**config.mk**
```make
export PLATFORM = sky130hd
export DESIGN_NAME = fifo_frame_reader
export DESIGN_NICKNAME = d
export VERILOG_FILES = /design/src/rtl/fifo_frame_reader.sv
export SDC_FILE = /design/constraint.sdc
export NUM_CORES = 1
export LEC_CHECK = 0
export CORE_MARGIN = 3
export CORE_UTILIZATION = 49
export CTS_CLUSTER_DIAMETER = 150
export DETAILED_ROUTE_END_ITERATION = 6
export PLACE_DENSITY = 0.79
export SLEW_MARGIN = 40
export SYNTH_ARGS = -nofsm -noshare
export SYNTH_HDL_FRONTEND = slang
export SYNTH_SLANG_ARGS = --single-unit
```
**constraint.sdc**
```tcl
create_clock -name clk_out -period 2.1 [get_ports clk_out]
set_input_delay 0.42 -clock clk_out [delete_from_list [all_inputs] [get_ports clk_out]]
set_output_delay 0.42 -clock clk_out [all_outputs]
set_load 0.03 [all_outputs]
```
**src/rtl/fifo_frame_reader.sv**
```systemverilog
// Read-side consumer of the async FIFO: pops one DW-bit frame per request and
// streams it out LSB-first as BEATS beats of OUT_W bits on a valid/ready port.
module fifo_frame_reader #(
    parameter int DW    = 140,
    parameter int OUT_W = 28
) (
    input  logic             clk_out,
    input  logic             rst_n,
    input  logic             fifo_empty,
    input  logic [DW-1:0]    data_from_fifo,
    output logic             fifo_r_enable,
    output logic [OUT_W-1:0] out_data,
    output logic             out_valid,
    input  logic             out_ready,
    output logic             out_last,
    output logic [15:0]      frame_cnt,
    output logic             busy
);

    localparam int BEATS = DW / OUT_W;
    localparam int IW    = (BEATS > 1) ? $clog2(BEATS) : 1;
    localparam logic [IW-1:0] LAST_IDX = IW'(BEATS - 1);

    generate
        if (DW % OUT_W != 0) begin : g_bad_width
            $fatal(1, "fifo_frame_reader: DW must be a multiple of OUT_W");
        end
    endgenerate

    typedef enum logic [1:0] {
        IDLE,
        RD,
        LOAD,
        SEND
    } state_t;

    state_t          state;
    logic [DW-1:0]   shreg;
    logic [IW-1:0]   beat_idx;
    logic [IW-1:0]   next_idx;

    assign next_idx = beat_idx + 1'b1;

    // The current beat is always the low slice of the shift register.
    assign out_data = shreg[OUT_W-1:0];

    always_ff @(posedge clk_out or negedge rst_n) begin
        if (!rst_n) begin
            state         <= IDLE;
            fifo_r_enable <= 1'b0;
            out_valid     <= 1'b0;
            out_last      <= 1'b0;
            busy          <= 1'b0;
            frame_cnt     <= '0;
            shreg         <= '0;
            beat_idx      <= '0;
        end else begin
            case (state)
                IDLE: begin
                    if (!fifo_empty) begin
                        state         <= RD;
                        fifo_r_enable <= 1'b1;
                        busy          <= 1'b1;
                    end
                end
                RD: begin
                    // Pop pulse lasts exactly the RD cycle; read data arrives next cycle.
                    fifo_r_enable <= 1'b0;
                    state         <= LOAD;
                end
                LOAD: begin
                    shreg     <= data_from_fifo;
                    beat_idx  <= '0;
                    out_valid <= 1'b1;
                    out_last  <= (BEATS == 1);
                    state     <= SEND;
                end
                SEND: begin
                    if (out_ready) begin
                        shreg    <= shreg >> OUT_W;
                        beat_idx <= next_idx;
                        out_last <= (next_idx == LAST_IDX);
                        if (beat_idx == LAST_IDX) begin
                            frame_cnt <= frame_cnt + 16'd1;
                            out_valid <= 1'b0;
                            out_last  <= 1'b0;
                            busy      <= 1'b0;
                            state     <= IDLE;
                        end
                    end
                end
                default: begin
                    state <= IDLE;
                end
            endcase
        end
    end

endmodule

```
Yosys cells after proc, flatten, opt, wreduce, memory -nomap -nowiden
Index checks and enable logic that the tools add are counted.

storage, ports and cells
  register bits = 165
  bits of input ports = 144
  output and inout port bits = 48
  word-level logic and storage cells = 45

cells by class
  add/subtract/negate cells = 2
  eq/ne operators = 8
  mux-type cells = 17
  reduce and logical (&&, ||, !) cells = 10

operators with widths
  kind                                           number
  case mux 140 bit (2 select lines)              1
  2-to-1 mux 140 bit                             1
  adder 16 x 1 -> 16 bit, second input constant  1
  AND reduction 3 bit                            3
  case mux 1 bit (2 select lines)                4
  case mux 2 bit (4 select lines)                1
  == test 3 bit, second input constant           2
  2-to-1 mux 2 bit                               3
  != test 2 bit, second input constant           3
  case mux 3 bit (2 select lines)                1
  nonzero test 2 bit                             3
  2-to-1 mux 1 bit                               5
  == test 2 bit, second input constant           2
  AND reduction 2 bit                            2
  AND reduction 4 bit                            1
  adder 3 x 1 -> 3 bit, second input constant    1
  2-to-1 mux 3 bit                               1
  == test 2 x 1 -> 1 bit, second input constant  1
  logical NOT 2 bit                              1

Depth between registers and ports, before layout
  word-level depth = 5
  mapped depth = 9
  gate-level depth less buffers = 6

Worst setup path before layout
No wires, ideal clock.

  path kind = reg2reg
  from = reg state[0]
  to = reg shreg[133]
  library setup time = 0.121 ns
  data arrival time = 1.547 ns
  required time = 1.979 ns
  slack = 0.432 ns
  cell stages (with the launch flop) = 9
  buffers on the path = 4
  clock period less this slack = 1.668 ns
  cells stage by stage = dfrtp_1 -> ha_1 -> buf_2 -> nor2b_2 -> a21oi_2 -> buf_4 -> buf_4 -> buf_4 -> a22o_1

on the way
  longest elaborated chain between the ends = 3
  elaborated cells between the ends (all ways) = 6
  those cells by class = 3 x eq/ne; 1 x mux; 2 x reduce/logical

ends and longest elaborated chain
  element                                                               line  text
  from (decl)                                                           37    state_t state;
  from (signal assigned)                                                49    state <= IDLE;
  from (signal assigned)                                                61    state <= RD;
  from (signal assigned)                                                69    state <= LOAD;
  == test 2 bit                                                         58    case (state)
  != test 2 bit (no line) / nonzero test 2 bit (equally long branches)  n/a
  AND reduction 2 bit (no line)                                         n/a
  to (signal assigned)                                                  72    shreg <= data_from_fifo;
  to (signal assigned)                                                  80    shreg <= shreg >> OUT_W;
  to (decl)                                                             38    logic [DW-1:0] shreg;

Several ways; a longest one is shown, not always the timed one.
A chain may end at the register's enable or synchronous reset.

Worst setup path in the final report
  from = reg frame_cnt[4]
  to = out frame_cnt[4]

RTL lines
  element                 line  text
  from (decl)             16    output logic [15:0] frame_cnt,
  from (signal assigned)  84    frame_cnt <= frame_cnt + 16'd1;

No word-level cell between the ends.

==> qor.yml <==
h-tree-depth: 4
drc: 0
hold_viol_final: 0
grt_pass1_wl_um: 28100
dieArea_um2: 17000
setup_slack_ps: 77.3
cts_buffers: 17
min_period_ps: 2020
start_util_pct: 51.1
hold_path_class: "reg -> reg"
outcome: "complete, no violations"
drtIter0Drc: 274
clk_latency_ps: 430
seq_area_frac_synth_pct: 54.6
vias: 5417
first_pass_iters: 4
syn_to_final_growth_pct: 33.3
clkTransAtPathRegs_ps: 60
worstMarginPinSlew_ps: 556
synth_cells: 691
portBuffers: 191
cts_buffer_depth: 2
cts_tree: "yes"
cts_num_sinks: 165
max_freq_ghz: 0.494
finalMaxSlewViolations: 0
start_kind: "flip-flop"
ir_worst_vdd_uv: 1000
yosys_warnings: 0
netlist_area_um2: 7570
die_y_um: 130
cellLeakagePower_nw: 4.37
antenna_cells: 0
place_ws_ps: 94.4
viasPerCell: 5.18
p_total_mw: 14.6
grt_usage_pct: 21.3
setup_viol: 0
post_cts_buffers: 0
overflow: 0
pin_count: 192
cpPeakStageDelay_ps: 720
layout.nets: 1001
core_region_area_um2: 14800
hpwl_um: 13000
ys_ff_latch: 165
final_common_cell: "clkdlybuf4s50_1"
rsz0062_at_grt: "false"
fillCellCount: 1092
power_density_nw_per_um2: 1450
worstPathMaxFanout: 5
min_period_over_period_pct: 96.3
avgSynthCellArea_um2: 10.9
num_rows: 44
fin_skew_ps: 8.88
grt_max_degree: 87
place_congestion: 0.815
wirelength_um: 17400
crit_type: "reg -> out"
drtAntennaViolNets: 0
syn_nets: 844
routedWlPerCell_um: 16.7
finalSetupTns_ps: 0
cp.arrival_ps: 1600
drive_gt1_share_pct: 7.32
cts_root_buf: "clkbuf_16"
maxCapViolations: 0
synth_cell_types: 33
antenna_found_initial: 0
layout_common_cells: "clkdlybuf4s50_1 (189), dfrtp_1 (165), nand2_1 (128), o21ai_1 (114), mux2i_1 (112)"
cp_top_family: "buffers and inverters"
crit_required_ps: 1680
dieWidth_um: 130
endpoint_kind: "output port"
grt_pass1_vias: 5467
path_cells: "clkdlybuf4s50_1"
crit_slowest_cell: "clkdlybuf4s50_1"
relSlewSlack_pct: 63.0
crit_buf_inv: 1
where the power goes:
group          total, mW  leakage, nW  internal (mW)  switching, mW
registers           5.42         2.08           4.57          0.845
logic               6.26         2.03           2.81           3.45
clock network       2.91        0.264           1.67           1.24
total               14.6         4.37           9.05           5.53
routing by layer:
metal / part of all wire (%) / up-vias / wire, um / GRT usage, %
met2: 48 / 165 / 8390 / 32.8
met5: 0 / - / 0 / 0
met1: 46 / 2563 / 8050 / 30.5
met4: 1.0 / 0 / 174 / 6.05
met3: 4.8 / 13 / 829 / 4.75
li1: - / 2676 / - / -
timing repair:
item | 4_1_cts | 5_1_grt
hold buffers | 1 | 0
gates resized for setup | 0 | 1
setup endpoints to repair | 0 | 1
hold endpoints to repair | 52 | 0
state kept, by name, indices dropped and copies added (netlist names):
signal         count
beat_idx           3
busy               1
fifo_r_enable      1
frame_cnt         16
out_last           1
out_valid          1
shreg            140
state              2
Yosys cell counts, drive strengths merged:
master	count	share of area (%)
and3	1	0.083
ha	9	1.5
a22oi	1	0.099
mux2i	112	15
xor2	5	0.58
inv	6	0.30
nand4	5	0.81
xnor2	10	1.2
o31ai	1	0.099
clkbuf	10	0.50
buf	64	5.7
o211ai	1	0.099
nor2b	1	0.12
a22o	29	3.4
and4	2	0.23
nand3	8	0.53
or3	1	0.15
a32o	1	0.13
a21o	1	0.12
o21ai	119	7.9
nand2	128	6.4
nor3	2	0.20
dfrtp	165	55
a21oi	2	0.18
nor2	7	0.41
final timing paths:
check	start	endpoint	slack, ps	depth (start not counted)
worst max register to register	state[0]	shreg[10]	230	8
worst max-delay path	frame_cnt[4]	frame_cnt[4]	80	1
min in group asynchronous	rst_n	frame_cnt[6]	540	2
worst min-delay path	shreg[6]	shreg[6]	480	2
max in group asynchronous	rst_n	beat_idx[2]	860	3
worst min register to register	shreg[6]	shreg[6]	480	2
layout make-up:
cell class / instances / area, um2 / share of cell area [%]
sequential: 165 / 4130 / 40.9
multi-input combinational: 446 / 2960 / 29.4
timing repair buffer: 212 / 2180 / 21.6
clock buffer: 23 / 498 / 4.94
tap: 184 / 230 / 2.28
clock inverter: 9 / 68.8 / 0.682
inverter: 6 / 22.5 / 0.223
per-stage QoR:
stage / util, % / cells / cell area (um2) / hold WS, ps
finish: 68.1 / 1045 / 10100 / 482
global route: 68.1 / 1045 / 10100 / 501
CTS: 68.1 / 1045 / 10100 / 488
floorplan: - / 691 / 7570 / 124
global placement: 64.2 / 1012 / 9510 / 419
detailed placement: 64.2 / 1012 / 9510 / 431
logic make-up after synthesis:
logic type,count (synthesis),share of synthesized area (%)
multiplexers,112,14.8
AND/OR/NAND/NOR,155,8.88
adder cells (fa/ha/maj),9,1.49
buffers and inverters,80,6.53
flip-flops,165,54.6
XOR/XNOR,15,1.74
AO/OA/AOI/OAI,155,12.0
No activity file was read; power rests on OpenSTA's default activity.
==> variant 1, RTL diff (same settings) <==
Change the parameter `OUT_W` from 28 to 14.
--- a/src/rtl/fifo_frame_reader.sv
+++ b/src/rtl/fifo_frame_reader.sv
@@ -3,5 +3,5 @@
 module fifo_frame_reader #(
     parameter int DW    = 140,
-    parameter int OUT_W = 28
+    parameter int OUT_W = 14
 ) (
     input  logic             clk_out,
Interface: changed (resized out_data); port bits go from 192 to 178. No check against the original RTL was run, so the function may have changed too.
==> variant 1 against the original RTL <==
Final area increased by 2.2%. Routed wire length decreased by 1.9%. Register-to-register slack improved by 90 ps. Synthesized cell count up 2.9%. Synthesized area is 1.5% higher. Clock skew decreased by 1.7 ps. Sequential cell count is 1 higher. Global-route usage down 0.95 points. Total power decreased by 0.35%. Worst setup slack got worse by 12 ps. First-iteration DRC count grew 2.9%. Critical endpoint unchanged. Largest cell class unchanged. Largest power group unchanged.
==> variant 1: results <==
metrics = {
    "power_and_ir_drop": {
        "comb_power_uw": 6010,
        "pwr.group.clock_uw": 3190,
        "seq_power_uw": 5340,
        "power.static_leakage_uw": 0.00450,
        "swShare_pct": 36.0,
        "vdd_drop_max_mv": 1.27,
    },
    "finish": {
        "finalNetCount": 1026,
        "reg.largest.list": "shreg: 140 flops, frame_cnt: 16 flops, beat_idx: 4 flops",
        "layout.filler_cells": 1183,
        "area.growth.synth_to_final_pct": 34.2,
        "drive_gt1_share_pct": 7.44,
    },
    "setup_path": {
        "timing.rr.end": "shreg[3]",
        "r2r_setup_slack_ps": 320,
        "slowest_delay_ps": 720,
        "reg2regPathDepth": 7,
        "cp_max_fo": 7,
    },
    "global_route": {
        "grt.met1_usage_pct": 27.2,
        "grt_util_met3_pct": 6.28,
        "grt.total_usage_pct": 20.3,
        "global_route_wire_length_before_repair_mm": 28.2,
        "globalRouteMet2Util_pct": 32.4,
        "grt_start_max_net_pins": 67,
    },
    "place": {
        "placement_setup_slack_ps": 147,
        "globalplace.congestion": 0.758,
        "dp_hpwl_mm": 12.2,
        "dpl.cell_count": 1065,
        "dpl_cell_area_mm2": 0.00969,
        "port_buffers": 177,
    },
    "clock_network": {
        "cts_h_tree_lvls": 4,
        "gates_resized_cts_repair": 0,
        "cts_buffers": 17,
        "holdBufCountCts": 1,
        "cts-root-to-sink-buffers": 2,
    },
    "synth": {
        "synth.top_cells.by_area": "sky130_fd_sc_hd__dfrtp_1 54%, sky130_fd_sc_hd__mux2i_1 16%, sky130_fd_sc_hd__nand2_1 6.8%, sky130_fd_sc_hd__o21ai_0 6.4%, sky130_fd_sc_hd__o21ai_1 2.3%",
        "synth.top_cell.area_share_pct": 54.1,
        "synth_compound_area_share_pct": 11.2,
        "synth_nets": 863,
        "synth.yosys.warnings": 0,
        "synth.lib_cells_used.distinct": 35,
        "synth_sequential_area_ratio_pct": 54.1,
        "post_synth_inst_count": 711,
        "async_reset_ff_share_pct": 100,
        "synth-adder-area-share_pct": 1.30,
        "mux_share_of_post_synthesis_cell_area_pct": 16.7,
        "yosys.area_share.xor_xnor_pct": 2.04,
        "synth_top_cells_by_count": "166 x sky130_fd_sc_hd__dfrtp_1, 140 x sky130_fd_sc_hd__nand2_1, 126 x sky130_fd_sc_hd__mux2i_1",
    },
    "routing": {
        "detail_route.iter0.violations": 282,
        "m1WireLength_mm": 7.85,
        "routed_wl_mm": 17.1,
        "met3WireLength_mm": 1.07,
        "detail_route.first_pass.iterations": 4,
        "vias": 5636,
        "routed-wl-met2_mm": 8.01,
        "routed_via_density": 5.13,
    },
    "sta": {
        "worst_max_slew_margin_expressed_relative_to_the_limit_pct": 64.5,
        "fin_worst_skew_ps": 7.13,
        "final.hold.worst_slack_ps": 476,
    },
    "hold_path": {
        "min_delay_worst_endpoint": "shreg[1]",
        "worstHoldStart": "shreg[1]",
    },
    "outcome": {
        "status": "complete, no violations",
    },
}
variant 1: cell count changes after synthesis, sizes merged, moves of 2 or more:
cell,change
a22o,-14
and2,+2
and4,+2
buf,-16
clkbuf,+3
mux2,+2
mux2i,+14
nand2,+12
o21ai,+15
xor2,+2
variant 1: worst max path at each step:
stage | start | to | slack (ps) | depth (start not counted)
2_1_floorplan | state[0] | shreg[27] | 380 | 10
3_3_place_gp | out_ready | shreg[3] | 190 | 6
3_5_place_dp | out_ready | shreg[3] | 150 | 6
4_1_cts | frame_cnt[4] | frame_cnt[4] | 40 | 1
5_1_grt | frame_cnt[8] | frame_cnt[8] | 10 | 1
6_report | frame_cnt[4] | frame_cnt[4] | 70 | 1
variant 1: cell type report:
| class | instances | area share, % |
|---|---|---|
| repair buffers | 205 | 20.7 |
| inverters | 5 | 0.182 |
| flip-flops and latches | 166 | 40.3 |
| clock buffers | 20 | 4.43 |
| well taps | 211 | 2.56 |
| multi-input cells | 479 | 30.3 |
| clock inverters | 12 | 1.48 |
==> variant 2, RTL diff (config.mk and constraints unchanged) <==
Without the edit above. Put one more register stage on the output `frame_cnt`, with the module's reset. The value now appears one clock later. The other outputs are not delayed to match.
--- a/src/rtl/fifo_frame_reader.sv
+++ b/src/rtl/fifo_frame_reader.sv
@@ -21,4 +21,6 @@
     localparam int IW    = (BEATS > 1) ? $clog2(BEATS) : 1;
     localparam logic [IW-1:0] LAST_IDX = IW'(BEATS - 1);
+
+    logic [15:0] frame_cnt_s0;
 
     generate
@@ -52,5 +54,5 @@
             out_last      <= 1'b0;
             busy          <= 1'b0;
-            frame_cnt     <= '0;
+            frame_cnt_s0  <= '0;
             shreg         <= '0;
             beat_idx      <= '0;
@@ -82,5 +84,5 @@
                         out_last <= (next_idx == LAST_IDX);
                         if (beat_idx == LAST_IDX) begin
-                            frame_cnt <= frame_cnt + 16'd1;
+                            frame_cnt_s0 <= frame_cnt_s0 + 16'd1;
                             out_valid <= 1'b0;
                             out_last  <= 1'b0;
@@ -97,4 +99,12 @@
     end
 
+    always_ff @(posedge clk_out or negedge rst_n) begin
+        if (!rst_n) begin
+            frame_cnt <= '0;
+        end else begin
+            frame_cnt <= frame_cnt_s0;
+        end
+    end
+
 endmodule
 
Formal check against the unedited RTL: not equivalent (a bounded check fails within 10 cycles, from zero or initial values and one cycle with rst_n low).
==> variant 2 against the original RTL <==
Clock skew grew 1.4 ps. Sequential cell count increased by 16. Global-route usage fell by 1.2 points. Final area grew 4.3%. Total power is 2.2% higher. Worst setup slack better by 110 ps. Final cell count grew 4.2%. Routed wire length about the same. Synthesized area grew 5.5%. Critical path type unchanged. Largest cell class unchanged.
==> variant 2: results <==
metrics = {
    "outcome": {
        "status": "complete, no violations",
    },
    "synth": {
        "synth-adder-area-share_pct": 1.41,
        "synth_nets": 860,
        "mux_share_of_post_synthesis_cell_area_pct": 14.0,
        "synth.lib_cells_used.distinct": 31,
        "synth_compound_area_share_pct": 11.3,
        "synth.top_cells.by_area": "sky130_fd_sc_hd__dfrtp_1 57%, sky130_fd_sc_hd__mux2i_1 14%, sky130_fd_sc_hd__o21ai_0 6.3%, sky130_fd_sc_hd__nand2_1 6.2%, sky130_fd_sc_hd__buf_4 3.3%",
        "synth_top_cells_by_count": "181 x sky130_fd_sc_hd__dfrtp_1, 131 x sky130_fd_sc_hd__nand2_1, 112 x sky130_fd_sc_hd__mux2i_1",
        "synth_sequential_area_ratio_pct": 56.7,
    },
    "routing": {
        "detail_route.iter0.violations": 213,
        "wire_per_inst_um": 16.0,
        "routed_via_density": 4.99,
    },
    "power_and_ir_drop": {
        "p_int_uw": 9330,
        "pwr.group.clock_uw": 3270,
        "vdd_drop_max_mv": 0.793,
        "power.static_leakage_uw": 0.00455,
        "seq_power_uw": 5710,
    },
    "global_route": {
        "first_global_vias": 5482,
        "grt.total_usage_pct": 20.1,
        "grt_start_max_net_pins": 105,
        "global_route_wire_length_before_repair_mm": 28.2,
    },
    "hold_path": {
        "hold_path.class": "primary input to async pin",
    },
    "setup_path": {
        "slowest_delay_ps": 680,
        "cp_max_fo": 3,
        "r2r_setup_slack_ps": 210,
    },
    "place": {
        "dpl_cell_area_mm2": 0.00989,
        "dp_hpwl_mm": 12.7,
    },
    "clock_network": {
        "clkSlewWorstSetupHoldPaths_ps": 80,
    },
    "finish": {
        "finalNetCount": 1011,
        "reg.largest.list": "shreg: 140 flops, frame_cnt: 16 flops, frame_cnt_s0: 16 flops",
    },
    "sta": {
        "max_slew.worst_pin.slew_ps": 536,
        "fin_worst_skew_ps": 10.3,
    },
}
## variant 2: cell types whose count changed after synthesis, moves of 3 or more
| cell | before | now |
|---|---|---|
| sky130_fd_sc_hd__dfrtp_1 | 165 | 181 |
| sky130_fd_sc_hd__o21ai_1 | 114 | 19 |
| sky130_fd_sc_hd__buf_4 | 46 | 35 |
| sky130_fd_sc_hd__o21ai_0 | 5 | 100 |
| sky130_fd_sc_hd__nand2_1 | 128 | 131 |
| sky130_fd_sc_hd__buf_6 | 0 | 12 |
## variant 2: cell type report
type	instances	share of cell area, %
antenna	2	0.0476
clock buffer	17	4.04
clock inverter	15	1.80
inverter	6	0.214
multi-input combinational	446	27.9
sequential	181	43.1
tap	216	2.57
timing repair buffer	206	20.4
## variant 2: path summary, 6_finish.rpt
kind	start	end	depth (start not counted)
max	fifo_r_enable	fifo_r_enable	1
min	rst_n	frame_cnt_s0[4]	2
max reg2reg	state[0]	shreg[88]	6
min reg2reg	frame_cnt_s0[15]	frame_cnt[15]	0
max in group asynchronous	rst_n	shreg[94]	3
min in group clk_out	frame_cnt_s0[15]	frame_cnt[15]	0
## variant 2: per-layer routing
metal	share of wire, %	global-route usage, %	up-vias
met4	2.5	7.43	0
met3	5.0	5.10	27
li1	-	-	2725
met2	47	32.3	127
met5	0	0	-
met1	45	26.6	2552
## variant 2: repair_timing
action / in CTS / in global routing
endpoints found under the hold margin: 15 / 0
hold buffers: 1 / 0
setup buffers: 0 / 0
## variant 2: through the flow
step           worst slack [ps]  hold slack, ps  std cells  utilization (%)  power, uW
6_report                    186             398       1089             66.0      14900
5_1_grt                    88.4             406       1089             66.0      15900
4_1_cts                     168             387       1087             65.9      15100
3_5_place_dp                130             287       1054             62.0      11700
3_3_place_gp                187             284       1054             62.0      11500
2_1_floorplan               492             124        707                -      10300
